**src/rtl/dram_ddr_rptr_pipe_pkg.sv**
```systemverilog
`default_nettype none
// ============================================================================
//  Module      : dram_rptr_pkg
//  Description : Shared constants and helpers for the DRAM/DDR repeater pipe.
//                - Idle values for the chip-select and command strobes.
//                - Bit map of the packed 9-bit control word carried down the
//                  command path.
//                - STAGES legality check and data-lane count helpers.
//  Revision    : 1.0 - initial release
// ============================================================================
package dram_rptr_pkg;

    // Parity is computed per 32-bit lane of read data.
    localparam int c_LANE_W = 32;

    // Idle levels: all strobes are active low, so idle is 1.
    localparam logic c_CMD_IDLE    = 1'b1;
    localparam logic c_CS_IDLE_BIT = 1'b1;

    // Packed control word: one bit per scalar controller control.
    localparam int c_CTL_W       = 9;
    localparam int c_CTL_RAS_L   = 0;
    localparam int c_CTL_CAS_L   = 1;
    localparam int c_CTL_WE_L    = 2;
    localparam int c_CTL_CKE     = 3;
    localparam int c_CTL_CHDIS   = 4;
    localparam int c_CTL_DRV_DAT = 5;
    localparam int c_CTL_DRV_EN  = 6;
    localparam int c_CTL_PAD_EN  = 7;
    localparam int c_CTL_PAD_INV = 8;

    // Reset value: strobes idle, channel disabled, everything else low.
    localparam logic [c_CTL_W-1:0] c_CTL_RST =
        c_CTL_W'((int'(c_CMD_IDLE) << c_CTL_RAS_L) |
                 (int'(c_CMD_IDLE) << c_CTL_CAS_L) |
                 (int'(c_CMD_IDLE) << c_CTL_WE_L)  |
                 (1 << c_CTL_CHDIS));

    // Idle forcing on a disabled channel: strobes set high, drivers cleared.
    localparam logic [c_CTL_W-1:0] c_CTL_FORCE_SET =
        c_CTL_W'((int'(c_CMD_IDLE) << c_CTL_RAS_L) |
                 (int'(c_CMD_IDLE) << c_CTL_CAS_L) |
                 (int'(c_CMD_IDLE) << c_CTL_WE_L));
    localparam logic [c_CTL_W-1:0] c_CTL_FORCE_CLR =
        c_CTL_W'((1 << c_CTL_DRV_DAT) | (1 << c_CTL_DRV_EN));

    typedef logic [c_LANE_W-1:0] lane_t;

    function automatic bit stages_legal(input int stages);
        return (stages >= 1) && (stages <= 4);
    endfunction

    function automatic int lane_count(input int data_w);
        return data_w / c_LANE_W;
    endfunction

    // Even parity of one lane: the parity bit makes the total count of ones even.
    function automatic logic lane_parity(input lane_t lane);
        return ^lane;
    endfunction

endpackage
`default_nettype wire

```
**src/rtl/dram_ddr_rptr_pipe_if.sv**
```systemverilog
`default_nettype none
// ============================================================================
//  Module      : dram_ddr_rptr_pipe_if
//  Description : Bundle of the read path (pads -> controller) and the
//                command/write path (controller -> pads), raw and retimed.
//                modport master : source of the raw signals, sink of _buf
//                modport slave  : the repeater (raw in, _buf out)
//  Revision    : 1.0 - initial release
// ============================================================================
interface dram_ddr_rptr_pipe_if #(
    parameter int DATA_W  = 256,
    parameter int ECC_W   = 32,
    parameter int WDATA_W = 288,
    parameter int ADDR_W  = 15,
    parameter int BANK_W  = 3,
    parameter int CS_W    = 4,
    parameter int PCLK_W  = 5
);
    // Read path
    logic                io_dram_data_valid;
    logic [DATA_W-1:0]   io_dram_data_in;
    logic [ECC_W-1:0]    io_dram_ecc_in;
    logic                io_dram_data_valid_buf;
    logic [DATA_W-1:0]   io_dram_data_in_buf;
    logic [ECC_W-1:0]    io_dram_ecc_in_buf;

    // Command / write path
    logic                dram_io_ras_l;
    logic                dram_io_cas_l;
    logic                dram_io_write_en_l;
    logic                dram_io_cke;
    logic                dram_io_channel_disabled;
    logic                dram_io_drive_data;
    logic                dram_io_drive_enable;
    logic                dram_io_pad_enable;
    logic                dram_io_pad_clk_inv;
    logic [ADDR_W-1:0]   dram_io_addr;
    logic [BANK_W-1:0]   dram_io_bank;
    logic [CS_W-1:0]     dram_io_cs_l;
    logic [WDATA_W-1:0]  dram_io_data_out;
    logic [PCLK_W-1:0]   dram_io_ptr_clk_inv;

    logic                dram_io_ras_l_buf;
    logic                dram_io_cas_l_buf;
    logic                dram_io_write_en_l_buf;
    logic                dram_io_cke_buf;
    logic                dram_io_channel_disabled_buf;
    logic                dram_io_drive_data_buf;
    logic                dram_io_drive_enable_buf;
    logic                dram_io_pad_enable_buf;
    logic                dram_io_pad_clk_inv_buf;
    logic [ADDR_W-1:0]   dram_io_addr_buf;
    logic [BANK_W-1:0]   dram_io_bank_buf;
    logic [CS_W-1:0]     dram_io_cs_l_buf;
    logic [WDATA_W-1:0]  dram_io_data_out_buf;
    logic [PCLK_W-1:0]   dram_io_ptr_clk_inv_buf;

    modport master (
        output io_dram_data_valid, io_dram_data_in, io_dram_ecc_in,
        output dram_io_ras_l, dram_io_cas_l, dram_io_write_en_l, dram_io_cke,
               dram_io_channel_disabled, dram_io_drive_data, dram_io_drive_enable,
               dram_io_pad_enable, dram_io_pad_clk_inv, dram_io_addr, dram_io_bank,
               dram_io_cs_l, dram_io_data_out, dram_io_ptr_clk_inv,
        input  io_dram_data_valid_buf, io_dram_data_in_buf, io_dram_ecc_in_buf,
        input  dram_io_ras_l_buf, dram_io_cas_l_buf, dram_io_write_en_l_buf,
               dram_io_cke_buf, dram_io_channel_disabled_buf, dram_io_drive_data_buf,
               dram_io_drive_enable_buf, dram_io_pad_enable_buf, dram_io_pad_clk_inv_buf,
               dram_io_addr_buf, dram_io_bank_buf, dram_io_cs_l_buf,
               dram_io_data_out_buf, dram_io_ptr_clk_inv_buf
    );

    modport slave (
        input  io_dram_data_valid, io_dram_data_in, io_dram_ecc_in,
        input  dram_io_ras_l, dram_io_cas_l, dram_io_write_en_l, dram_io_cke,
               dram_io_channel_disabled, dram_io_drive_data, dram_io_drive_enable,
               dram_io_pad_enable, dram_io_pad_clk_inv, dram_io_addr, dram_io_bank,
               dram_io_cs_l, dram_io_data_out, dram_io_ptr_clk_inv,
        output io_dram_data_valid_buf, io_dram_data_in_buf, io_dram_ecc_in_buf,
        output dram_io_ras_l_buf, dram_io_cas_l_buf, dram_io_write_en_l_buf,
               dram_io_cke_buf, dram_io_channel_disabled_buf, dram_io_drive_data_buf,
               dram_io_drive_enable_buf, dram_io_pad_enable_buf, dram_io_pad_clk_inv_buf,
               dram_io_addr_buf, dram_io_bank_buf, dram_io_cs_l_buf,
               dram_io_data_out_buf, dram_io_ptr_clk_inv_buf
    );

endinterface
`default_nettype wire

```
**src/rtl/dram_ddr_rptr_pipe_stage.sv**
```systemverilog
`default_nettype none
// ============================================================================
//  Module      : dram_rptr_stage
//  Description : One retiming stage of the repeater.
//                - Read path: valid shifts every cycle; data/ecc (and lane
//                  parity when RPTR_PAR_EN is defined) load only on valid.
//                - Command path: free-running flops. With IDLE_FORCE set, a
//                  disabled channel is captured as idle (cs_l all ones,
//                  strobes high, drive_data/drive_enable low).
//  Ports       : clk, arst_l (async, active low)
//                i_valid/i_data/i_ecc[/i_par]   -> o_valid/o_data/o_ecc[/o_par]
//                i_ctl/i_addr/i_bank/i_cs_l/i_wdata/i_pclk -> o_* retimed copies
//  Config      : RPTR_PAR_EN adds the lane-parity flops
//  Revision    : 1.0 - initial release
// ============================================================================
module dram_rptr_stage
    import dram_rptr_pkg::*;
#(
    parameter int DATA_W     = 256,
    parameter int ECC_W      = 32,
    parameter int WDATA_W    = 288,
    parameter int ADDR_W     = 15,
    parameter int BANK_W     = 3,
    parameter int CS_W       = 4,
    parameter int PCLK_W     = 5,
    parameter bit IDLE_FORCE = 1'b0
) (
    input  wire logic               clk,
    input  wire logic               arst_l,

    input  wire logic               i_valid,
    input  wire logic [DATA_W-1:0]  i_data,
    input  wire logic [ECC_W-1:0]   i_ecc,
`ifdef RPTR_PAR_EN
    input  wire logic [lane_count(DATA_W)-1:0] i_par,
    output logic      [lane_count(DATA_W)-1:0] o_par,
`endif
    output logic                    o_valid,
    output logic      [DATA_W-1:0]  o_data,
    output logic      [ECC_W-1:0]   o_ecc,

    input  wire logic [c_CTL_W-1:0] i_ctl,
    input  wire logic [ADDR_W-1:0]  i_addr,
    input  wire logic [BANK_W-1:0]  i_bank,
    input  wire logic [CS_W-1:0]    i_cs_l,
    input  wire logic [WDATA_W-1:0] i_wdata,
    input  wire logic [PCLK_W-1:0]  i_pclk,
    output logic      [c_CTL_W-1:0] o_ctl,
    output logic      [ADDR_W-1:0]  o_addr,
    output logic      [BANK_W-1:0]  o_bank,
    output logic      [CS_W-1:0]    o_cs_l,
    output logic      [WDATA_W-1:0] o_wdata,
    output logic      [PCLK_W-1:0]  o_pclk
);

    // ------------------------------------------------------------------
    // Read path
    // ------------------------------------------------------------------
    logic              r_valid;
    logic [DATA_W-1:0] r_data;
    logic [ECC_W-1:0]  r_ecc;

    always_ff @(posedge clk or negedge arst_l) begin
        if (!arst_l) begin
            r_valid <= 1'b0;
            r_data  <= '0;
            r_ecc   <= '0;
        end else begin
            r_valid <= i_valid;
            // Hold payload on idle cycles to save toggling downstream.
            if (i_valid) begin
                r_data <= i_data;
                r_ecc  <= i_ecc;
            end
        end
    end

    assign o_valid = r_valid;
    assign o_data  = r_data;
    assign o_ecc   = r_ecc;

`ifdef RPTR_PAR_EN
    logic [lane_count(DATA_W)-1:0] r_par;

    always_ff @(posedge clk or negedge arst_l) begin
        if (!arst_l) begin
            r_par <= '0;
        end else if (i_valid) begin
            r_par <= i_par;
        end
    end

    assign o_par = r_par;
`endif

    // ------------------------------------------------------------------
    // Command / write path
    // ------------------------------------------------------------------
    logic               w_force;
    logic [c_CTL_W-1:0] w_ctl;
    logic [CS_W-1:0]    w_cs_l;

    always_comb begin
        w_force = IDLE_FORCE && i_ctl[c_CTL_CHDIS];
        w_ctl   = i_ctl;
        w_cs_l  = i_cs_l;
        if (w_force) begin
            w_ctl  = (i_ctl | c_CTL_FORCE_SET) & ~c_CTL_FORCE_CLR;
            w_cs_l = {CS_W{c_CS_IDLE_BIT}};
        end
    end

    logic [c_CTL_W-1:0] r_ctl;
    logic [ADDR_W-1:0]  r_addr;
    logic [BANK_W-1:0]  r_bank;
    logic [CS_W-1:0]    r_cs_l;
    logic [WDATA_W-1:0] r_wdata;
    logic [PCLK_W-1:0]  r_pclk;

    always_ff @(posedge clk or negedge arst_l) begin
        if (!arst_l) begin
            r_ctl   <= c_CTL_RST;
            r_addr  <= '0;
            r_bank  <= '0;
            r_cs_l  <= {CS_W{c_CS_IDLE_BIT}};
            r_wdata <= '0;
            r_pclk  <= '0;
        end else begin
            r_ctl   <= w_ctl;
            r_addr  <= i_addr;
            r_bank  <= i_bank;
            r_cs_l  <= w_cs_l;
            r_wdata <= i_wdata;
            r_pclk  <= i_pclk;
        end
    end

    assign o_ctl   = r_ctl;
    assign o_addr  = r_addr;
    assign o_bank  = r_bank;
    assign o_cs_l  = r_cs_l;
    assign o_wdata = r_wdata;
    assign o_pclk  = r_pclk;

endmodule
`default_nettype wire

```
**src/rtl/dram_ddr_rptr_pipe.sv**
```systemverilog
`default_nettype none
// ============================================================================
//  Module      : dram_ddr_rptr_pipe
//  Description : Registered repeater between the DRAM controller and the DDR
//                pad ring. Read and command paths are retimed through STAGES
//                identical stages (latency = STAGES cycles on every field).
//                Stage 0 forces idle commands on a disabled channel. A prime
//                counter flags when the pipe has filled after reset.
//  Ports       : clk         core clock
//                arst_l      async reset, active low
//                bus         dram_ddr_rptr_pipe_if.slave (raw in, _buf out)
//                rptr_primed high once STAGES cycles elapsed after reset
//                rptr_par_err sticky read-path lane parity error
//                             (present only with RPTR_PAR_EN)
//  Config      : RPTR_PAR_EN - per-lane even parity generate/check
//  Revision    : 1.0 - initial release
// ============================================================================
module dram_ddr_rptr_pipe
    import dram_rptr_pkg::*;
#(
    parameter int STAGES  = 1,
    parameter int DATA_W  = 256,
    parameter int ECC_W   = 32,
    parameter int WDATA_W = 288,
    parameter int ADDR_W  = 15,
    parameter int BANK_W  = 3,
    parameter int CS_W    = 4,
    parameter int PCLK_W  = 5
) (
    input  wire logic            clk,
    input  wire logic            arst_l,
    dram_ddr_rptr_pipe_if.slave  bus,
    output logic                 rptr_primed
`ifdef RPTR_PAR_EN
    ,
    output logic                 rptr_par_err
`endif
);

    generate
        if (!stages_legal(STAGES)) begin : g_bad_stages
            $error("dram_ddr_rptr_pipe: STAGES must be in 1..4");
        end
        if ((DATA_W % c_LANE_W) != 0) begin : g_bad_data_w
            $error("dram_ddr_rptr_pipe: DATA_W must be a multiple of 32");
        end
    endgenerate

    // ------------------------------------------------------------------
    // Stage chain: index 0 is the raw input, index STAGES the output.
    // ------------------------------------------------------------------
    logic               w_valid [0:STAGES];
    logic [DATA_W-1:0]  w_data  [0:STAGES];
    logic [ECC_W-1:0]   w_ecc   [0:STAGES];
    logic [c_CTL_W-1:0] w_ctl   [0:STAGES];
    logic [ADDR_W-1:0]  w_addr  [0:STAGES];
    logic [BANK_W-1:0]  w_bank  [0:STAGES];
    logic [CS_W-1:0]    w_cs_l  [0:STAGES];
    logic [WDATA_W-1:0] w_wdata [0:STAGES];
    logic [PCLK_W-1:0]  w_pclk  [0:STAGES];

    assign w_valid[0] = bus.io_dram_data_valid;
    assign w_data[0]  = bus.io_dram_data_in;
    assign w_ecc[0]   = bus.io_dram_ecc_in;
    assign w_ctl[0]   = {bus.dram_io_pad_clk_inv,
                         bus.dram_io_pad_enable,
                         bus.dram_io_drive_enable,
                         bus.dram_io_drive_data,
                         bus.dram_io_channel_disabled,
                         bus.dram_io_cke,
                         bus.dram_io_write_en_l,
                         bus.dram_io_cas_l,
                         bus.dram_io_ras_l};
    assign w_addr[0]  = bus.dram_io_addr;
    assign w_bank[0]  = bus.dram_io_bank;
    assign w_cs_l[0]  = bus.dram_io_cs_l;
    assign w_wdata[0] = bus.dram_io_data_out;
    assign w_pclk[0]  = bus.dram_io_ptr_clk_inv;

`ifdef RPTR_PAR_EN
    localparam int PAR_W = lane_count(DATA_W);

    logic [PAR_W-1:0] w_par [0:STAGES];

    // Lane parity generated at the input, before any retiming.
    always_comb begin
        w_par[0] = '0;
        for (int l = 0; l < PAR_W; l++) begin
            w_par[0][l] = lane_parity(bus.io_dram_data_in[l*c_LANE_W +: c_LANE_W]);
        end
    end
`endif

    generate
        for (genvar k = 0; k < STAGES; k++) begin : g_stage
            dram_rptr_stage #(
                .DATA_W     (DATA_W),
                .ECC_W      (ECC_W),
                .WDATA_W    (WDATA_W),
                .ADDR_W     (ADDR_W),
                .BANK_W     (BANK_W),
                .CS_W       (CS_W),
                .PCLK_W     (PCLK_W),
                .IDLE_FORCE (k == 0)
            ) u_stage (
                .clk     (clk),
                .arst_l  (arst_l),
                .i_valid (w_valid[k]),
                .i_data  (w_data[k]),
                .i_ecc   (w_ecc[k]),
`ifdef RPTR_PAR_EN
                .i_par   (w_par[k]),
                .o_par   (w_par[k+1]),
`endif
                .o_valid (w_valid[k+1]),
                .o_data  (w_data[k+1]),
                .o_ecc   (w_ecc[k+1]),
                .i_ctl   (w_ctl[k]),
                .i_addr  (w_addr[k]),
                .i_bank  (w_bank[k]),
                .i_cs_l  (w_cs_l[k]),
                .i_wdata (w_wdata[k]),
                .i_pclk  (w_pclk[k]),
                .o_ctl   (w_ctl[k+1]),
                .o_addr  (w_addr[k+1]),
                .o_bank  (w_bank[k+1]),
                .o_cs_l  (w_cs_l[k+1]),
                .o_wdata (w_wdata[k+1]),
                .o_pclk  (w_pclk[k+1])
            );
        end
    endgenerate

    // ------------------------------------------------------------------
    // Outputs
    // ------------------------------------------------------------------
    assign bus.io_dram_data_valid_buf       = w_valid[STAGES];
    assign bus.io_dram_data_in_buf          = w_data[STAGES];
    assign bus.io_dram_ecc_in_buf           = w_ecc[STAGES];
    assign bus.dram_io_ras_l_buf            = w_ctl[STAGES][c_CTL_RAS_L];
    assign bus.dram_io_cas_l_buf            = w_ctl[STAGES][c_CTL_CAS_L];
    assign bus.dram_io_write_en_l_buf       = w_ctl[STAGES][c_CTL_WE_L];
    assign bus.dram_io_cke_buf              = w_ctl[STAGES][c_CTL_CKE];
    assign bus.dram_io_channel_disabled_buf = w_ctl[STAGES][c_CTL_CHDIS];
    assign bus.dram_io_drive_data_buf       = w_ctl[STAGES][c_CTL_DRV_DAT];
    assign bus.dram_io_drive_enable_buf     = w_ctl[STAGES][c_CTL_DRV_EN];
    assign bus.dram_io_pad_enable_buf       = w_ctl[STAGES][c_CTL_PAD_EN];
    assign bus.dram_io_pad_clk_inv_buf      = w_ctl[STAGES][c_CTL_PAD_INV];
    assign bus.dram_io_addr_buf             = w_addr[STAGES];
    assign bus.dram_io_bank_buf             = w_bank[STAGES];
    assign bus.dram_io_cs_l_buf             = w_cs_l[STAGES];
    assign bus.dram_io_data_out_buf         = w_wdata[STAGES];
    assign bus.dram_io_ptr_clk_inv_buf      = w_pclk[STAGES];

    // ------------------------------------------------------------------
    // Prime counter: counts edges since reset release, saturating at
    // STAGES, so primed tracks "every stage now holds post-reset data".
    // ------------------------------------------------------------------
    localparam int CNT_W = $clog2(STAGES + 1);
    localparam logic [CNT_W-1:0] c_PRIME_MAX = CNT_W'(STAGES);

    logic [CNT_W-1:0] r_prime_cnt;

    always_ff @(posedge clk or negedge arst_l) begin
        if (!arst_l) begin
            r_prime_cnt <= '0;
        end else if (r_prime_cnt != c_PRIME_MAX) begin
            r_prime_cnt <= r_prime_cnt + 1'b1;
        end
    end

    assign rptr_primed = (r_prime_cnt == c_PRIME_MAX);

`ifdef RPTR_PAR_EN
    // ------------------------------------------------------------------
    // Output-side parity check, only on cycles carrying valid data.
    // ------------------------------------------------------------------
    logic [PAR_W-1:0] w_par_chk;
    logic             w_par_mis;
    logic             r_par_err;

    always_comb begin
        w_par_chk = '0;
        for (int l = 0; l < PAR_W; l++) begin
            w_par_chk[l] = lane_parity(w_data[STAGES][l*c_LANE_W +: c_LANE_W]);
        end
        w_par_mis = w_valid[STAGES] && (w_par_chk != w_par[STAGES]);
    end

    always_ff @(posedge clk or negedge arst_l) begin
        if (!arst_l) begin
            r_par_err <= 1'b0;
        end else if (w_par_mis) begin
            r_par_err <= 1'b1;
        end
    end

    assign rptr_par_err = r_par_err;
`endif

endmodule
`default_nettype wire

```
**src/flat_wrapper.sv**
```systemverilog
// flat-port wrapper written by rule: the top's interface ports become plain ports
module dram_ddr_rptr_pipe_flat import dram_rptr_pkg::*;
#(
    parameter int STAGES  = 1,
    parameter int DATA_W  = 256,
    parameter int ECC_W   = 32,
    parameter int WDATA_W = 288,
    parameter int ADDR_W  = 15,
    parameter int BANK_W  = 3,
    parameter int CS_W    = 4,
    parameter int PCLK_W  = 5
)
  (clk, arst_l, rptr_primed, bus_io_dram_data_valid, bus_io_dram_data_in, bus_io_dram_ecc_in, bus_dram_io_ras_l, bus_dram_io_cas_l, bus_dram_io_write_en_l, bus_dram_io_cke, bus_dram_io_channel_disabled, bus_dram_io_drive_data, bus_dram_io_drive_enable, bus_dram_io_pad_enable, bus_dram_io_pad_clk_inv, bus_dram_io_addr, bus_dram_io_bank, bus_dram_io_cs_l, bus_dram_io_data_out, bus_dram_io_ptr_clk_inv, bus_io_dram_data_valid_buf, bus_io_dram_data_in_buf, bus_io_dram_ecc_in_buf, bus_dram_io_ras_l_buf, bus_dram_io_cas_l_buf, bus_dram_io_write_en_l_buf, bus_dram_io_cke_buf, bus_dram_io_channel_disabled_buf, bus_dram_io_drive_data_buf, bus_dram_io_drive_enable_buf, bus_dram_io_pad_enable_buf, bus_dram_io_pad_clk_inv_buf, bus_dram_io_addr_buf, bus_dram_io_bank_buf, bus_dram_io_cs_l_buf, bus_dram_io_data_out_buf, bus_dram_io_ptr_clk_inv_buf);
  dram_ddr_rptr_pipe_if #(.DATA_W(DATA_W), .ECC_W(ECC_W), .WDATA_W(WDATA_W), .ADDR_W(ADDR_W), .BANK_W(BANK_W), .CS_W(CS_W), .PCLK_W(PCLK_W)) bus_i ();
  input  wire logic clk;
  input  wire logic arst_l;
  output logic rptr_primed;
  input wire logic [$bits(bus_i.io_dram_data_valid)-1:0] bus_io_dram_data_valid;
  input wire logic [$bits(bus_i.io_dram_data_in)-1:0] bus_io_dram_data_in;
  input wire logic [$bits(bus_i.io_dram_ecc_in)-1:0] bus_io_dram_ecc_in;
  input wire logic [$bits(bus_i.dram_io_ras_l)-1:0] bus_dram_io_ras_l;
  input wire logic [$bits(bus_i.dram_io_cas_l)-1:0] bus_dram_io_cas_l;
  input wire logic [$bits(bus_i.dram_io_write_en_l)-1:0] bus_dram_io_write_en_l;
  input wire logic [$bits(bus_i.dram_io_cke)-1:0] bus_dram_io_cke;
  input wire logic [$bits(bus_i.dram_io_channel_disabled)-1:0] bus_dram_io_channel_disabled;
  input wire logic [$bits(bus_i.dram_io_drive_data)-1:0] bus_dram_io_drive_data;
  input wire logic [$bits(bus_i.dram_io_drive_enable)-1:0] bus_dram_io_drive_enable;
  input wire logic [$bits(bus_i.dram_io_pad_enable)-1:0] bus_dram_io_pad_enable;
  input wire logic [$bits(bus_i.dram_io_pad_clk_inv)-1:0] bus_dram_io_pad_clk_inv;
  input wire logic [$bits(bus_i.dram_io_addr)-1:0] bus_dram_io_addr;
  input wire logic [$bits(bus_i.dram_io_bank)-1:0] bus_dram_io_bank;
  input wire logic [$bits(bus_i.dram_io_cs_l)-1:0] bus_dram_io_cs_l;
  input wire logic [$bits(bus_i.dram_io_data_out)-1:0] bus_dram_io_data_out;
  input wire logic [$bits(bus_i.dram_io_ptr_clk_inv)-1:0] bus_dram_io_ptr_clk_inv;
  output wire logic [$bits(bus_i.io_dram_data_valid_buf)-1:0] bus_io_dram_data_valid_buf;
  output wire logic [$bits(bus_i.io_dram_data_in_buf)-1:0] bus_io_dram_data_in_buf;
  output wire logic [$bits(bus_i.io_dram_ecc_in_buf)-1:0] bus_io_dram_ecc_in_buf;
  output wire logic [$bits(bus_i.dram_io_ras_l_buf)-1:0] bus_dram_io_ras_l_buf;
  output wire logic [$bits(bus_i.dram_io_cas_l_buf)-1:0] bus_dram_io_cas_l_buf;
  output wire logic [$bits(bus_i.dram_io_write_en_l_buf)-1:0] bus_dram_io_write_en_l_buf;
  output wire logic [$bits(bus_i.dram_io_cke_buf)-1:0] bus_dram_io_cke_buf;
  output wire logic [$bits(bus_i.dram_io_channel_disabled_buf)-1:0] bus_dram_io_channel_disabled_buf;
  output wire logic [$bits(bus_i.dram_io_drive_data_buf)-1:0] bus_dram_io_drive_data_buf;
  output wire logic [$bits(bus_i.dram_io_drive_enable_buf)-1:0] bus_dram_io_drive_enable_buf;
  output wire logic [$bits(bus_i.dram_io_pad_enable_buf)-1:0] bus_dram_io_pad_enable_buf;
  output wire logic [$bits(bus_i.dram_io_pad_clk_inv_buf)-1:0] bus_dram_io_pad_clk_inv_buf;
  output wire logic [$bits(bus_i.dram_io_addr_buf)-1:0] bus_dram_io_addr_buf;
  output wire logic [$bits(bus_i.dram_io_bank_buf)-1:0] bus_dram_io_bank_buf;
  output wire logic [$bits(bus_i.dram_io_cs_l_buf)-1:0] bus_dram_io_cs_l_buf;
  output wire logic [$bits(bus_i.dram_io_data_out_buf)-1:0] bus_dram_io_data_out_buf;
  output wire logic [$bits(bus_i.dram_io_ptr_clk_inv_buf)-1:0] bus_dram_io_ptr_clk_inv_buf;
  assign bus_i.io_dram_data_valid = bus_io_dram_data_valid;
  assign bus_i.io_dram_data_in = bus_io_dram_data_in;
  assign bus_i.io_dram_ecc_in = bus_io_dram_ecc_in;
  assign bus_i.dram_io_ras_l = bus_dram_io_ras_l;
  assign bus_i.dram_io_cas_l = bus_dram_io_cas_l;
  assign bus_i.dram_io_write_en_l = bus_dram_io_write_en_l;
  assign bus_i.dram_io_cke = bus_dram_io_cke;
  assign bus_i.dram_io_channel_disabled = bus_dram_io_channel_disabled;
  assign bus_i.dram_io_drive_data = bus_dram_io_drive_data;
  assign bus_i.dram_io_drive_enable = bus_dram_io_drive_enable;
  assign bus_i.dram_io_pad_enable = bus_dram_io_pad_enable;
  assign bus_i.dram_io_pad_clk_inv = bus_dram_io_pad_clk_inv;
  assign bus_i.dram_io_addr = bus_dram_io_addr;
  assign bus_i.dram_io_bank = bus_dram_io_bank;
  assign bus_i.dram_io_cs_l = bus_dram_io_cs_l;
  assign bus_i.dram_io_data_out = bus_dram_io_data_out;
  assign bus_i.dram_io_ptr_clk_inv = bus_dram_io_ptr_clk_inv;
  assign bus_io_dram_data_valid_buf = bus_i.io_dram_data_valid_buf;
  assign bus_io_dram_data_in_buf = bus_i.io_dram_data_in_buf;
  assign bus_io_dram_ecc_in_buf = bus_i.io_dram_ecc_in_buf;
  assign bus_dram_io_ras_l_buf = bus_i.dram_io_ras_l_buf;
  assign bus_dram_io_cas_l_buf = bus_i.dram_io_cas_l_buf;
  assign bus_dram_io_write_en_l_buf = bus_i.dram_io_write_en_l_buf;
  assign bus_dram_io_cke_buf = bus_i.dram_io_cke_buf;
  assign bus_dram_io_channel_disabled_buf = bus_i.dram_io_channel_disabled_buf;
  assign bus_dram_io_drive_data_buf = bus_i.dram_io_drive_data_buf;
  assign bus_dram_io_drive_enable_buf = bus_i.dram_io_drive_enable_buf;
  assign bus_dram_io_pad_enable_buf = bus_i.dram_io_pad_enable_buf;
  assign bus_dram_io_pad_clk_inv_buf = bus_i.dram_io_pad_clk_inv_buf;
  assign bus_dram_io_addr_buf = bus_i.dram_io_addr_buf;
  assign bus_dram_io_bank_buf = bus_i.dram_io_bank_buf;
  assign bus_dram_io_cs_l_buf = bus_i.dram_io_cs_l_buf;
  assign bus_dram_io_data_out_buf = bus_i.dram_io_data_out_buf;
  assign bus_dram_io_ptr_clk_inv_buf = bus_i.dram_io_ptr_clk_inv_buf;
  dram_ddr_rptr_pipe #(.STAGES(STAGES), .DATA_W(DATA_W), .ECC_W(ECC_W), .WDATA_W(WDATA_W), .ADDR_W(ADDR_W), .BANK_W(BANK_W), .CS_W(CS_W), .PCLK_W(PCLK_W)) u_core (.clk(clk), .arst_l(arst_l), .bus(bus_i), .rptr_primed(rptr_primed));
endmodule
```
**config.mk**
```make
export PLATFORM = sky130hd
export DESIGN_NAME = dram_ddr_rptr_pipe_flat
export DESIGN_NICKNAME = d
export VERILOG_FILES = /design/src/rtl/dram_ddr_rptr_pipe_pkg.sv /design/src/rtl/dram_ddr_rptr_pipe_if.sv /design/src/rtl/dram_ddr_rptr_pipe_stage.sv /design/src/rtl/dram_ddr_rptr_pipe.sv /design/src/flat_wrapper.sv
export SDC_FILE = /design/constraint.sdc
export NUM_CORES = 1
export LEC_CHECK = 0
export CAP_MARGIN = 30
export CORE_AREA = 2 2 483 485
export DETAILED_ROUTE_END_ITERATION = 10
export DIE_AREA = 0 0 485 487
export GPL_TIMING_DRIVEN = 1
export PLACE_DENSITY_LB_ADDON = 0.08
export SLEW_MARGIN = 20
export SYNTH_ARGS = -nofsm -noshare
export SYNTH_HDL_FRONTEND = slang
export SYNTH_SLANG_ARGS = --single-unit
```
**constraint.sdc**
```tcl
create_clock -name clk -period 1.6 [get_ports clk]
set_clock_uncertainty 0.2 [all_clocks]
set_input_delay 0.16 -clock clk [delete_from_list [all_inputs] [get_ports clk]]
set_output_delay 0.16 -clock clk [all_outputs]
set_load 0.005 [all_outputs]
```
# == Word-level counts from Yosys, hierarchy flattened ==
# Index checks and enable logic that the tools add are counted.
# op_classes
add_sub_neg,1
multipliers,0
n_div,0
order_cmp,0
eq_ne,0
n_shift,0
n_mux,3
bitwise_logic,0
n_reduce_logical,0
# ops
cell,n
7-bit two-way mux,1
4-bit two-way mux,1
1-bit adder (second input constant),1
1-bit two-way mux,1
# totals
ff_bits,614
latch_bits,0
mem_bits_rw,0
mem_bits_ro,0
in_bits,615
memories,0

# == Logic depth before layout (Yosys ltp) ==
# depth
ltp_word,2
ltp_mapped,4
depth_no_buf,1

# == By module ==
# From an unflattened synthesis, not the netlist that was laid out.
# hier_totals
hier_cells,944
area_unflattened_um2,19755.2
# by_module_without_submodules
module,instances,cells_per_inst,area_per_inst_um2,seq_area_each_um2
dram_rptr_stage,1,942,19726.4,15349.7
dram_ddr_rptr_pipe,1,2,28.8,25.0

# == Worst setup path after synthesis ==
# OpenSTA, ideal clock, no wires.
# synth_timing
path_type,input to register
start,input port bus_io_dram_data_valid
end,register u_core.g_stage[0].u_stage.r_data[100]
setup_ns,0.125
t_arrival_ns,0.882
required_ns,1.275
path_slack_ns,0.393
cell_stages,4
path_buffers,3
path_cell_list,buf_6 -> buf_6 -> buf_6 -> mux2_4
# synth_lines
item,line_no,source
"start, declared",flat_wrapper.sv:18,input wire logic [$bits(bus_i.io_dram_data_valid)-1:0] bus_io_dram_data_valid;
"end signal, assigned",dram_ddr_rptr_pipe_stage.sv:72,r_data <= i_data;
"end, declared",dram_ddr_rptr_pipe_stage.sv:60,logic [DATA_W-1:0] r_data;
# No word-level cell between the ends.

# == Final worst setup path ==
# layout_timing
start,register u_core.g_stage[0].u_stage.r_ctl[0]
end,output port bus_dram_io_ras_l_buf
# layout_lines
item,line_no,source
"start, declared",dram_ddr_rptr_pipe_stage.sv:113,logic [c_CTL_W-1:0] r_ctl;
"start signal, assigned",dram_ddr_rptr_pipe_stage.sv:122,r_ctl <= c_CTL_RST;
"start signal, assigned",dram_ddr_rptr_pipe_stage.sv:129,r_ctl <= w_ctl;
"end, declared",flat_wrapper.sv:38,output wire logic [$bits(bus_i.dram_io_ras_l_buf)-1:0] bus_dram_io_ras_l_buf;
# No word-level cell between the ends.

==> summary.md <==
| Metric | Value |
|---|---|
| Status | `finished, violations left` |
| Failing checks | `setup timing` |
| Final wirelength | `115.5 mm` |
| Commonest cells post-synth | `606 x dfrtp_1, 201 x mux2_4, 87 x mux2_2, 26 x buf_6, 8 x dfstp_2` |
| Initial core utilization | `8.536%` |
| ANT nets after route | `0` |
| Nets | `3,680` |
| Met3 usage | `4.519%` |
| Yosys cell types | `9` |
| Post-route DRC | `0` |
| Root Buffer | `clkbuf_16` |
| Die W | `roughly 490 um` |
| Routing usage on met2 | `17.33%` |
| GRT met1 Usage | `9.420%` |
| CTS HTree Levels | `3` |
| Drt first pass iters | `4` |
| Cell Count, Final, Fillers Out | `6,197` |
| Critical path capture point type | `primary output` |
| Max Clk Rate | `0.5814 GHz` |
| Main synth FF type | `dfrtp_1` |
| Pleak | `19.86 nW` |
| Fraction of layout cells with a size suffix above 1 | `between 40 and 50%` |
| Worst-Skew Late Latency | `0.71 ns` |
| Clock period minus worst slack | `1.720 ns` |
| # rows | `177` |
| Final Hold Fails | `0` |
| WP data arrival | `approximately 1.4 ns` |
| CTS max path bufs | `3` |
| Synth Instances | `between 900 and 1,000` |
| Max_cap viols | `0` |
| Core area | `231,400 um2` |
| Critical path peak fanout | `1` |
| Startpoint Class | `register` |
| Post-route cell area | `between 40,000 and 50,000 um2` |
| Multi-input gate area | `4058 um2` |
| Sequential cell area | `15,380 um2` |
| Post-synth EDFFs | `0` |
| Initial antenna violation count | `38` |
| Final worst slack | `-0.1200 ns` |
| Cell family with most CP delay | `flip-flops` |
| Total vias in the final route | `between 15,000 and 20,000` |
| Largest net degree at the start of global routing | `76` |
| Area leader, netlist | `dfrtp_1` |
| Final Cycle Share | `107.5%` |
| Final setup TNS | `-1.450 ns` |
| Count leader, synth | `dfrtp_1` |
| Clock-pin transition on the worst setup and hold timing paths | `~0.060 ns` |
| Placed cell count | `roughly 5,200` |
| First DRT Iteration DRCs | `300` |
| CTS Buf Count | `90` |
| CTS tree | `done` |
| Die Y | `between 400 and 500 um` |
| IO Count | `1,229` |
| Seq cells post-synth | `614` |
| Synth-to-layout area growth | `130.0%` |
| First-pass GRT wire length | `157.7 mm` |
| WHS | `0.2333 ns` |
| CP max stage delay | `0.53 ns` |
| Die area | `236,200 um2` |
| Pwr Total | `between 40 and 50 mW` |
| Max IR drop VDD | `0.7928 mV` |
| CP bufs+invs | `1` |
| Slowest cell on crit path | `dfstp_2` |
| GRT overflow | `0` |
| DR vias/cell | `between 2 and 3` |
| Top cells by area, synth | `dfrtp_1 77%, mux2_4 15%, mux2_2 5.0%, buf_6 1.5%, dfstp_2 1.1%` |
| Top cell type's share of synthesized area | `76.76%` |
| CP cell instances | `buf_2` |
| Critical Setup Path Class | `register to primary output` |
| Port-buffer cells | `1,228` |
| Post-synth ARST share | `100.0%` |
| Yosys warnings | `0` |
| Placer Congestion | `between 0.8 and 0.9` |
| Seq/Total Area, Yosys | `approximately 80%` |
| Average size of a mapped cell | `20.93 um2` |
| GRT Max-Usage Layer | `met2` |
| Pwr/cell area | `1025 nW/um2` |
| Syn nets | `~1,600` |
| Worst Path Required | `roughly 1.2 ns` |
| Cell area after synthesis | `19,760 um2` |
| Dpl hpwl | `92.25 mm` |
| CTS Sinks | `614` |
| GRT Total Usage | `a little under a tenth` |
| Dpl ws | `0.1044 ns` |
| Final Setup Violations | `41` |
| Slew Viols, Final | `0` |
| WL per Instance | `18.64 um` |
| Vias in the first global route | `19,500` |
| RSZ-0062 raised after global routing | `yes` |
| Worst hold path class | `primary input to register` |
| DP Area | `36,340 um2` |
| Utilization after layout | `19.63%` |
| Filler instances | `25,192` |
-- cell families (layout without fill, tap and decap cells) --
family / Yosys count / count (layout) / share of synthesized area (%)
buffers and inverters: 32 / 2228 / 1.634
flip-flops: 614 / 614 / 77.83
multiplexers: 288 / 288 / 20.24
other: 1 / 15 / 0.01898
AND/OR/NAND/NOR: 9 / 9 / 0.2850
-- per-layer routing --
metal	routed length, um	part of all wire (%)	vias to the layer above
met5	87	0.075	-
met1	39980	35	8154
met4	3913	3.4	14
met3	11620	10	186
li1	-	-	7484
met2	59930	52	830
-- area by class of cell --
cell class | count | share of cell area [%]
antenna | 14 | 0.07710
sequential | 614 | 33.84
clock inverter | 33 | 0.9142
multi-input combinational | 298 | 8.930
clock buffer | 134 | 5.967
timing repair buffer | 2061 | 41.89
tap | 3043 | 8.379
-- cell usage in the layout (no fill, tap or decap), drive strengths merged --
cell type,Yosys,final
clkbuf,0,134
bufinv,0,8
dfstp,8,8
mux2,288,288
conb,1,1
clkinv,0,20
dfrtp,606,606
inv,0,3
dlygate4sd3,0,615
nor2b,2,2
or2,7,7
diode,0,14
clkinvlp,0,2
buf,32,834
clkdlybuf4s50,0,612
-- worst reg2reg max path, cell delays in order (launching register included) --
cell and delay (ns):
dfrtp_1 0.40, mux2_4 0.27, dlygate4sd3_1 0.55
-- where the power goes --
group | internal, mW | total [mW] | switching, mW
clock | 13.0 | 21.2 | 8.18
sequential | 16.7 | 17.4 | 0.651
combinational | 5.32 | 8.07 | 2.75
total | 35.0 | 46.6 | 11.6
-- what timing repair did --
action | in CTS | in global routing
hold buffers | 616 | 0
buffers inserted | 104 | 50
hold endpoints to repair | 1227 | 0
setup endpoints to repair | 614 | 614
gates resized for setup | 2789 | 60
-- sequential cells by signal, indices dropped and copies added (netlist names) --
register,count
u_core.g_stage.u_stage.o_pclk,5
u_core.g_stage.u_stage.o_valid,1
u_core.g_stage.u_stage.o_cs_l,4
u_core.g_stage.u_stage.o_wdata,288
u_core.rptr_primed,1
u_core.g_stage.u_stage.o_ecc,32
u_core.g_stage.u_stage.o_addr,15
u_core.g_stage.u_stage.o_data,256
u_core.g_stage.u_stage.o_bank,3
u_core.g_stage.u_stage.o_ctl,9
-- worst paths after layout --
kind	end	depth (start not counted)	startpoint	slack, ns
hold reg to reg	u_core.g_stage[0].u_stage.o_ecc[29]	1	u_core.g_stage[0].u_stage.o_ecc[29]	0.30
setup / recovery	bus_dram_io_ras_l_buf	1	u_core.g_stage[0].u_stage.o_ctl[0]	-0.12
hold / removal	u_core.g_stage[0].u_stage.o_addr[11]	2	bus_dram_io_addr[11]	0.23
max in group asynchronous	u_core.g_stage[0].u_stage.o_ecc[0]	6	arst_l	0.05
min in group asynchronous	u_core.g_stage[0].u_stage.o_data[44]	4	arst_l	0.41
setup reg to reg	u_core.g_stage[0].u_stage.o_data[110]	2	u_core.g_stage[0].u_stage.o_data[110]	0.06
Power figures use the tool's default switching activity.
